**config.mk**
```make
export PLATFORM = sky130hd
export DESIGN_NAME = led_mode_ctrl
export DESIGN_NICKNAME = d
export VERILOG_FILES = /design/src/rtl/led_ctrl_pkg.sv /design/src/rtl/btn_debounce.sv /design/src/rtl/led_mode_ctrl.sv
export SDC_FILE = /design/constraint.sdc
export NUM_CORES = 1
export LEC_CHECK = 0
export CAP_MARGIN = 10
export CORE_MARGIN = 2
export CORE_UTILIZATION = 45
export DETAILED_ROUTE_END_ITERATION = 10
export PLACE_DENSITY_LB_ADDON = 0.2
export SETUP_SLACK_MARGIN = 0.4
export SLEW_MARGIN = 30
export SYNTH_ARGS = -nofsm -noshare
export SYNTH_HDL_FRONTEND = slang
export SYNTH_SLANG_ARGS = --single-unit
```
**constraint.sdc**
```tcl
create_clock -name clk -period 2.2 [get_ports clk]
set_input_delay 0.22 -clock clk [delete_from_list [all_inputs] [get_ports clk]]
set_output_delay 0.22 -clock clk [all_outputs]
set_load 0.01 [all_outputs]
```
**src/rtl/led_ctrl_pkg.sv**
```systemverilog
// rtl/led_ctrl_pkg.sv - shared mode enum, LED constants and decode helpers
package led_ctrl_pkg;

    typedef enum logic [1:0] {
        RIGHT  = 2'd0,
        LEFT   = 2'd1,
        BOUNCE = 2'd2,
        BLINK  = 2'd3
    } e_mode;

    localparam logic [3:0] LED_ALL_OFF = 4'b1111;
    localparam logic [3:0] LED_ALL_ON  = 4'b0000;

    function automatic e_mode next_mode(input e_mode m);
        case (m)
            RIGHT:   return LEFT;
            LEFT:    return BOUNCE;
            BOUNCE:  return BLINK;
            default: return RIGHT;
        endcase
    endfunction

    // LEDs are active-low: only the bit at pos is driven 0.
    function automatic logic [3:0] pos_to_led(input logic [1:0] pos);
        return ~(4'b0001 << pos);
    endfunction

endpackage

```
**src/rtl/btn_debounce.sv**
```systemverilog
// rtl/btn_debounce.sv - two-flop synchroniser, debounce and single-cycle press pulse
module btn_debounce #(
    parameter int DEBOUNCE_CYCLES = 1_000_000
) (
    input  logic clk,
    input  logic reset,
    input  logic btn_n,
    output logic press
);
    localparam int CNT_W = $clog2(DEBOUNCE_CYCLES);

    logic             sync1_q;
    logic             sync2_q;
    logic             level_q;
    logic             press_q;
    logic             armed_q;
    logic [1:0]       vld_q;
    logic [CNT_W-1:0] cnt_q;
    logic             differ;
    logic             settle;

    assign differ = (sync2_q != level_q);
    assign settle = differ && (cnt_q == CNT_W'(DEBOUNCE_CYCLES - 1));

    // A press is only armed once a real (post-reset) released level has come
    // through the synchroniser, so a button held across reset gives no pulse.
    always_ff @(posedge clk or negedge reset) begin
        if (!reset) begin
            sync1_q <= 1'b1;
            sync2_q <= 1'b1;
            level_q <= 1'b1;
            press_q <= 1'b0;
            armed_q <= 1'b0;
            vld_q   <= 2'b00;
            cnt_q   <= '0;
        end else begin
            sync1_q <= btn_n;
            sync2_q <= sync1_q;
            vld_q   <= {vld_q[0], 1'b1};
            if (vld_q[1] && sync2_q) begin
                armed_q <= 1'b1;
            end
            press_q <= settle && !sync2_q && armed_q;
            if (!differ || settle) begin
                cnt_q <= '0;
            end else begin
                cnt_q <= cnt_q + CNT_W'(1);
            end
            if (settle) begin
                level_q <= sync2_q;
            end
        end
    end

    assign press = press_q;

endmodule

```
**src/rtl/led_mode_ctrl.sv**
```systemverilog
// rtl/led_mode_ctrl.sv - button-cycled LED pattern controller (right, left, bounce, blink)
module led_mode_ctrl
    import led_ctrl_pkg::*;
#(
    parameter int STEP_CYCLES     = 50_000_000,
    parameter int DEBOUNCE_CYCLES = 1_000_000
) (
    input  logic       clk,
    input  logic       reset,
    input  logic       btn1,
    output logic [3:0] led,
    output logic [1:0] mode
);
    localparam int STEP_W = $clog2(STEP_CYCLES);

    logic              press;
    e_mode             mode_q;
    logic [1:0]        pos_q;
    logic              dir_up_q;
    logic              phase_on_q;
    logic [STEP_W-1:0] step_cnt_q;
    logic [3:0]        led_q;
    logic [3:0]        led_d;
    logic [1:0]        mode_out_q;
    logic [1:0]        mode_d;
    logic              tick;
    e_mode             mode_nxt;

    btn_debounce #(
        .DEBOUNCE_CYCLES(DEBOUNCE_CYCLES)
    ) u_btn_debounce (
        .clk   (clk),
        .reset (reset),
        .btn_n (btn1),
        .press (press)
    );

    assign tick     = (step_cnt_q == STEP_W'(STEP_CYCLES - 1));
    assign mode_nxt = next_mode(mode_q);
    assign mode_d   = mode_q;

    always_comb begin
        led_d = pos_to_led(pos_q);
        if (mode_q == BLINK) begin
            led_d = phase_on_q ? LED_ALL_ON : LED_ALL_OFF;
        end
    end

    // A press wins over a coincident tick: the step is dropped and the new
    // mode starts a fresh period from its start position.
    always_ff @(posedge clk or negedge reset) begin
        if (!reset) begin
            mode_q     <= RIGHT;
            pos_q      <= 2'd0;
            dir_up_q   <= 1'b1;
            phase_on_q <= 1'b1;
            step_cnt_q <= '0;
            led_q      <= LED_ALL_OFF;
            mode_out_q <= 2'd0;
        end else begin
            led_q      <= led_d;
            mode_out_q <= mode_d;
            if (press) begin
                mode_q     <= mode_nxt;
                step_cnt_q <= '0;
                pos_q      <= (mode_nxt == LEFT) ? 2'd3 : 2'd0;
                dir_up_q   <= 1'b1;
                phase_on_q <= 1'b1;
            end else begin
                step_cnt_q <= tick ? '0 : step_cnt_q + STEP_W'(1);
                if (tick) begin
                    case (mode_q)
                        RIGHT: pos_q <= pos_q + 2'd1;
                        LEFT:  pos_q <= pos_q - 2'd1;
                        BOUNCE: begin
                            if (dir_up_q) begin
                                if (pos_q == 2'd3) begin
                                    pos_q    <= 2'd2;
                                    dir_up_q <= 1'b0;
                                end else begin
                                    pos_q <= pos_q + 2'd1;
                                end
                            end else begin
                                if (pos_q == 2'd0) begin
                                    pos_q    <= 2'd1;
                                    dir_up_q <= 1'b1;
                                end else begin
                                    pos_q <= pos_q - 2'd1;
                                end
                            end
                        end
                        default: phase_on_q <= ~phase_on_q;
                    endcase
                end
            end
        end
    end

    assign led  = led_q;
    assign mode = mode_out_q;

endmodule

```
==> summary.txt, run 1 <==
Outcome
  – Status: complete, no violations

Yosys
  – Yosys top cell by area: dfrtp_1
  – Post-synth ARST share: 100.0%
  – Syn_nets: around 340
  – Number of enable flip-flop cells after synthesis: 0
  – Post-Synthesis Cells: 327
  – Yosys top cell area share: 43.08%
  – Mapped cell area: 3253 um2
  – Top_reg_cell synth: dfrtp_1
  – Ranking of synthesized cells by area: dfrtp_1 (43%), dfstp_2 (7.3%), ha_1 (4.2%)
  – Register bit total from synthesis: between 60 and 70
  – Yosys warnings: 0
  – Synthesized area per cell: roughly 9.9 um2
  – Distinct cell type count after synthesis: 45
  – Sequential area share after synthesis: about half

Global routing
  – Largest net degree at the start of global routing: 66
  – All-layer global routing usage: 18.89%
  – First-pass GRT wire length: 11.57 mm
  – Vias in the first global route: 2453
  – Initial antenna violation count: 0
  – Global route overflow: 0

Setup path
  – R2R Setup Slk: approximately 0.43 ns
  – CP Launch Point: u_btn_debounce.cnt_q[11]$_DFF_PN0_
  – WP data arrival: around 2 ns
  – CP endpoint kind: register
  – Reg-to-reg startpoint: u_btn_debounce.cnt_q[11]$_DFF_PN0_
  – Crit Path Max Fanout: 8
  – Worst Path Class, Setup: register to register
  – Critical path destination: u_btn_debounce.cnt_q[17]$_DFF_PN0_
  – Worst r2r dst: u_btn_debounce.cnt_q[17]$_DFF_PN0_
  – Reg2Reg Depth: 4
  – Startpoint Class: register
  – CP Data Required Time: around 2.5 ns

Clock tree
  – CTS clk-pin slew, worst paths: around 0.070 ns
  – Num CTS Buffers: 9
  – CTS tree: yes
  – Clock Path Buffers: 2
  – # clock sinks: 65
  – H-tree depth: 3
  – Root Buffer: clkbuf_8
  – Worst-Skew Late Latency: 0.35 ns

Flow run
  – Max-capacitance violation count: 0

STA
  – Final min period: 1.771 ns
  – Relative slew margins: 61.44%
  – Final period util: slightly above 80%
  – Fmax: approximately 0.56 GHz
  – Worst Tran Pin Value: 0.5783 ns
  – Hold Vio Cnt, Final: 0
  – Max Slew Vio Count: 0
  – RSZ-0062 raised after global routing: yes
  – Final Skew: 0.01218 ns
  – Setup TNS: 0 ns
  – Final Setup Violations: 0

Route
  – Met1 wire length: about 3.4 mm
  – Post-Route WL: 6.980 mm
  – Drt first pass iters: 4
  – Top Metal Used: met4
  – Metal2 WL: approximately 3.3 mm
  – DR WL/cell: around 15 um
  – Final ANT Viol Nets: 0
  – Met3 WL: roughly 170 um
  – DRT iter0 DRCs: 120
  – Vias per cell: around 5.5
  – Detailed-route via count: between 2000 and 3000
  – Drt drc: 0

Worst hold path
  – Hold/Removal Path Class: primary input to register
  – Startpoint of the worst hold path: btn1

Pwr
  – Overall power: between 2000 and 2500 uW
  – PwrDens: roughly 540 nW/um2
  – Peak supply drop: 0.2520 mV
  – Leak: between 0.0015 and 0.002 uW

Die
  – Std-Cell Rows: 30
  – Die Width: approximately 89 um
  – Core Box Area: 6907 um2
  – Total Die Area: 7925 um2
  – Ports: 9
  – Starting Density: a little under half
  – Die H: 89.03 um

Cells and area
  – Nets: between 300 and 400
  – Layout cell share with drive strength beyond 1: roughly 26%
  – # diodes: 0
  – Syn-to-layout area delta: 24.92%
  – Final Non-Filler Cells: roughly 480
  – Cell area after layout: between 4000 and 5000 um2
  – # fillers: about 600
  – Final core occ: between 50% and 60%

Placed design
  – Post-Place Cells: 430
  – Routability congestion estimate: around 0.82
  – DP HPWL: approximately 4.1 mm
  – Dpl cell area: approximately 3500 um2
  – Port Buffers: 8
-- critical path: stages, from the launching register on --
cell	delay, ns
dfrtp_1	0.44
nand4_1	0.14
or4_4	0.50
or4b_4	0.50
a21oi_2	0.12
-- area by class of cell --
class	count	area (um2)	share of cell area, %
inverter	10	37.54	0.9236
tap	96	120.1	2.956
clock buffer	13	158.9	3.910
timing repair buffer	48	406.6	10.01
multi-input combinational	241	1682	41.38
sequential	65	1644	40.46
clock inverter	3	15.01	0.3695
-- cells in the mapped netlist, types with 2 or more instances --
cell type  instances
ha_1              11
nand2b_1           3
o21ai_0           17
dfrtp_1           56
nand3_1           22
a21oi_1           22
nand2_1           22
and2_1             2
xor2_1            11
o31ai_1            9
nor3_1             5
buf_4              2
inv_1             10
or3_1             12
nand4_1           11
or4_1             12
nand3b_1           2
buf_2              2
and3_1             7
nor4_1             8
and4_1             2
clkbuf_1           7
mux2i_1            5
nor2_1            27
dfstp_2            9
o311ai_0           2
xnor2_1           11
-- state kept, by name, summed over array words and instances (netlist names), 2 cells and up --
name and cells:
led 4, step_cnt_q 26, pos_q 2, u_btn_debounce.cnt_q 20
mode 2, mode_d 2, u_btn_debounce.vld_q 2
-- power breakdown --
part           switching, uW  total [uW]  leakage [uW]  internal, uW
registers               9.61        1210      0.000841          1200
logic                   34.6        53.1      0.000712          18.5
clock network            456         922     0.0000932           466
-- worst min-delay path by stage --
stage | cells past startpoint | slack, ns | endpoint
6_report | 1 | 0.29 | u_btn_debounce.sync1_q$_DFF_PN1_
4_1_cts | 1 | 0.27 | u_btn_debounce.sync1_q$_DFF_PN1_
3_3_place_gp | 2 | 0.26 | mode[1]$_DFF_PN0_
2_1_floorplan | 0 | -0.08 | mode[0]$_DFF_PN0_
3_5_place_dp | 2 | 0.26 | mode[1]$_DFF_PN0_
5_1_grt | 1 | 0.28 | u_btn_debounce.sync1_q$_DFF_PN1_
-- per-stage QoR --
stage	setup WS (ns)	hold WS (ns)
after detailed placement	0.2581	0.2639
after CTS	0.4003	0.2723
after global placement	0.3093	0.2643
after floorplan	0.3649	-0.07559
after global routing	0.3662	0.2843
final	0.4290	0.2854
-- per-layer routing --
metal | vias to the layer above | global-route usage (%)
met5 | - | 0
met4 | 0 | 8.141
met3 | 13 | 3.324
met2 | 40 | 29.72
met1 | 1298 | 25.83
li1 | 1281 | -
-- cell families after synthesis --
family	count (synthesis)	share of synthesized area (%)
adders and majority gates	11	4.231
muxes	6	1.885
and+or+nand+nor	144	24.31
other	1	0.1153
AOI/OAI and AO/OA	57	10.46
DFF	65	50.35
xor gates and xnor gates	22	5.923
buffers and inverters	21	2.731
-- cells in the final DEF, fill, tap and decap left out, drive strengths merged, types with 9 or more instances in the layout --
master / netlist / layout
dfrtp: 56 / 56
buf: 4 / 40
nor2: 27 / 27
nand3: 23 / 23
a21oi: 23 / 23
nand2: 22 / 22
o21ai: 17 / 17
or3: 13 / 13
clkbuf: 7 / 13
or4: 12 / 12
nand4: 11 / 11
xor2: 11 / 11
xnor2: 11 / 11
ha: 11 / 11
inv: 10 / 10
o31ai: 9 / 9
dfstp: 9 / 9
-- repair_timing --
item	4_1_cts	5_1_grt
resized for setup	14	23
pin swaps	8	13
endpoints found under the setup margin	35	40
hold endpoints to repair	56	0
hold buffers	1	0
buffers inserted	17	12
Power figures use the tool's default switching activity.
==> inputs of run 2 (changes only) <==
- clock period: 2.2 -> 1.8 ns (I/O delays scaled with it)
==> summary.txt, run 2 (synthesis gave the netlist of run 1 again) <==
Outcome
  – Status: complete, no violations

Global routing
  – Initial antenna violation count: 0 (unchanged)
  – All-layer global routing usage: 19.62% (+0.74 points)
  – First-pass GRT wire length: 12.03 mm (+3.9%)
  – Global route overflow: 0 (unchanged)
  – Largest net degree at the start of global routing: 66 (unchanged)
  – Vias in the first global route: 2617 (+6.7%)

Die
  – Total Die Area: 7925 um2 (unchanged)
  – Starting Density: 47.10% (unchanged)
  – Ports: 9 (unchanged)
  – Core Box Area: 6907 um2 (unchanged)
  – Std-Cell Rows: 30 (unchanged)
  – Die Width: 89.03 um (unchanged)
  – Die H: 89.03 um (unchanged)

Cells and area
  – Max FFs per register: 26 (unchanged)
  – # diodes: 0 (unchanged)
  – Syn-to-layout area delta: 43.12%
  – Nets: 410 (+5.4%)
  – Most frequent cells in the layout: dfrtp_1 (53), buf_4 (44), nand2_1 (21), a21oi_2 (19), nand3_1 (19)
  – Layout cell share with drive strength beyond 1: 44.39% (+19 points)
  – Most flops, register: step_cnt_q
  – Final Non-Filler Cells: 497 (+4.4%)
  – Most common cell after layout, fill and taps aside: dfrtp_1
  – Cell area after layout: 4656 um2 (+15%)

Route
  – Vias per cell: 5.529 (about the same)
  – DR WL/cell: 16.19 um (+10%)
  – DRT iter0 DRCs: 122 (+1.7%)
  – Drt first pass iters: 4 (unchanged)
  – Drt drc: 0 (unchanged)
  – Detailed-route via count: 2748 (+4.4%)
  – Post-Route WL: 8.044 mm (+15%)
  – Final ANT Viol Nets: 0 (unchanged)

STA
  – Final Setup Violations: 0 (unchanged)
  – Min Hold Slack: 0.2589 ns (-0.02649 ns)
  – Fmax: 0.5563 GHz (-1.5%)
  – Final period util: 99.86% (+19 points)
  – Max Slew Vio Count: 0 (unchanged)
  – Relative slew margins: 62.85% (+1.4 points)
  – Final setup margin: 0.002560 ns (-0.4264 ns)
  – Hold Vio Cnt, Final: 0 (unchanged)
  – Final min period: 1.797 ns (+0.02643 ns)
  – RSZ-0062 raised after global routing: yes
  – Worst Tran Pin Value: 0.5573 ns (-0.02102 ns)
  – Final Skew: 0.01344 ns (+0.001266 ns)

Clock tree
  – Root Buffer: clkbuf_8
  – Worst-Skew Late Latency: 0.34 ns (about the same)
  – Clock Path Buffers: 2 (unchanged)
  – Num CTS Buffers: 9 (unchanged)
  – H-tree depth: 3 (unchanged)
  – CTS tree: yes
  – # clock sinks: 65 (unchanged)
  – CTS clk-pin slew, worst paths: 0.06 ns (about the same)

Placed design
  – Dpl cell area: 3764 um2 (+7.1%)
  – DP HPWL: 4.483 mm (+9.2%)
  – Routability congestion estimate: 0.7879 (-3.9%)
  – Dpl ws: 0.02193 ns (-0.2362 ns)
  – Port Buffers: 8 (unchanged)
  – Post-Place Cells: 448 (+4.2%)

Setup path
  – WP data arrival: 2.06 ns (about the same)
  – CP Data Required Time: 2.06 ns (-0.42 ns)
  – CP endpoint kind: register
  – Max incr delay on CP: 0.39 ns (-0.11 ns)
  – Crit Path Max Fanout: 7 (-1)
  – CP top delay family: simple AND/OR/NAND/NOR gates
  – Crit path buffers/inverters: 4 (+4)
  – Slowest cell on crit path: dfrtp_1
  – Worst Path Class, Setup: register to register
  – Startpoint Class: register
  – Crit-path cells: buf_4 -> buf_6 -> and3_4 -> nand4_1 -> buf_6 -> buf_6 -> or3_4 -> a21oi_2
  – Critical Path Most Common Cell: buf_6

Pwr
  – Overall power: 2870 uW (+31%)
  – PwrDens: 616.4 nW/um2 (+14%)
  – Leak: 0.001828 uW (+11%)
  – Peak supply drop: 0.4330 mV (+72%)

Flow run
  – Max-capacitance violation count: 0 (unchanged)

Worst hold path
  – Hold/Removal Path Class: primary input to register
[run 2: metal layers]
layer,GRT usage (%),wire length [um],up-vias
met5,0,0,-
met2,31.41,4025,42
met4,9.362,161,0
met1,26.03,3620,1368
li1,-,-,1321
met3,3.324,237,17
[run 2: where the power goes]
group	leakage (uW)	internal, uW	total, uW	switching, uW
Combinational	0.000876	34.9	87.3	52.5
Sequential	0.000845	1470	1490	12.5
Clock	0.000107	753	1300	543
Total	0.00183	2260	2870	608
[run 2: worst paths after layout]
| check | startpoint | endpoint | slack, ns | cells past startpoint |
|---|---|---|---|---|
| max | step_cnt_q[1]$_DFF_PN0_ | step_cnt_q[15]$_DFF_PN0_ | 0.003 | 8 |
| min | btn1 | u_btn_debounce.sync1_q$_DFF_PN1_ | 0.26 | 1 |
| max reg2reg | step_cnt_q[1]$_DFF_PN0_ | step_cnt_q[15]$_DFF_PN0_ | 0.003 | 8 |
| min reg2reg | u_btn_debounce.vld_q[0]$_DFF_PN0_ | u_btn_debounce.vld_q[1]$_DFF_PN0_ | 0.35 | 0 |
| max in group asynchronous | reset | u_btn_debounce.sync1_q$_DFF_PN1_ | 1.05 | 3 |
| min in group asynchronous | reset | u_btn_debounce.cnt_q[19]$_DFF_PN0_ | 0.40 | 3 |
[run 2: layout make-up]
type | instances | area, um2
clock buffer | 14 | 172.7
clock inverter | 2 | 35.03
fill | 528 | 2251
inverter | 10 | 40.04
multi-input combinational | 241 | 1999
sequential | 65 | 1642
tap | 96 | 120.1
timing repair buffer | 69 | 646.9
[run 2: stage by stage]
stage / util (%) / TNS, ns
5_1_grt: 67.41 / -0.5223
3_3_place_gp: 54.49 / 0
2_1_floorplan: - / 0
6_report: 67.41 / 0
3_5_place_dp: 54.49 / 0
4_1_cts: 61.43 / 0
[run 2: repair_timing]
action                     4_1_cts  5_1_grt
cloned                           0        3
hold buffers                     1        0
buffers inserted                21        8
hold endpoints to repair        56        0
pin swaps                       18       22
setup endpoints to repair       53       50
gates resized for setup         29       73
==> inputs of run 3 (changes only) <==
- GPL_ROUTABILITY_DRIVEN: unset -> 0
==> results of run 3 <==
Same layout as run 2: the final DEF is identical, and so are final timing and power.
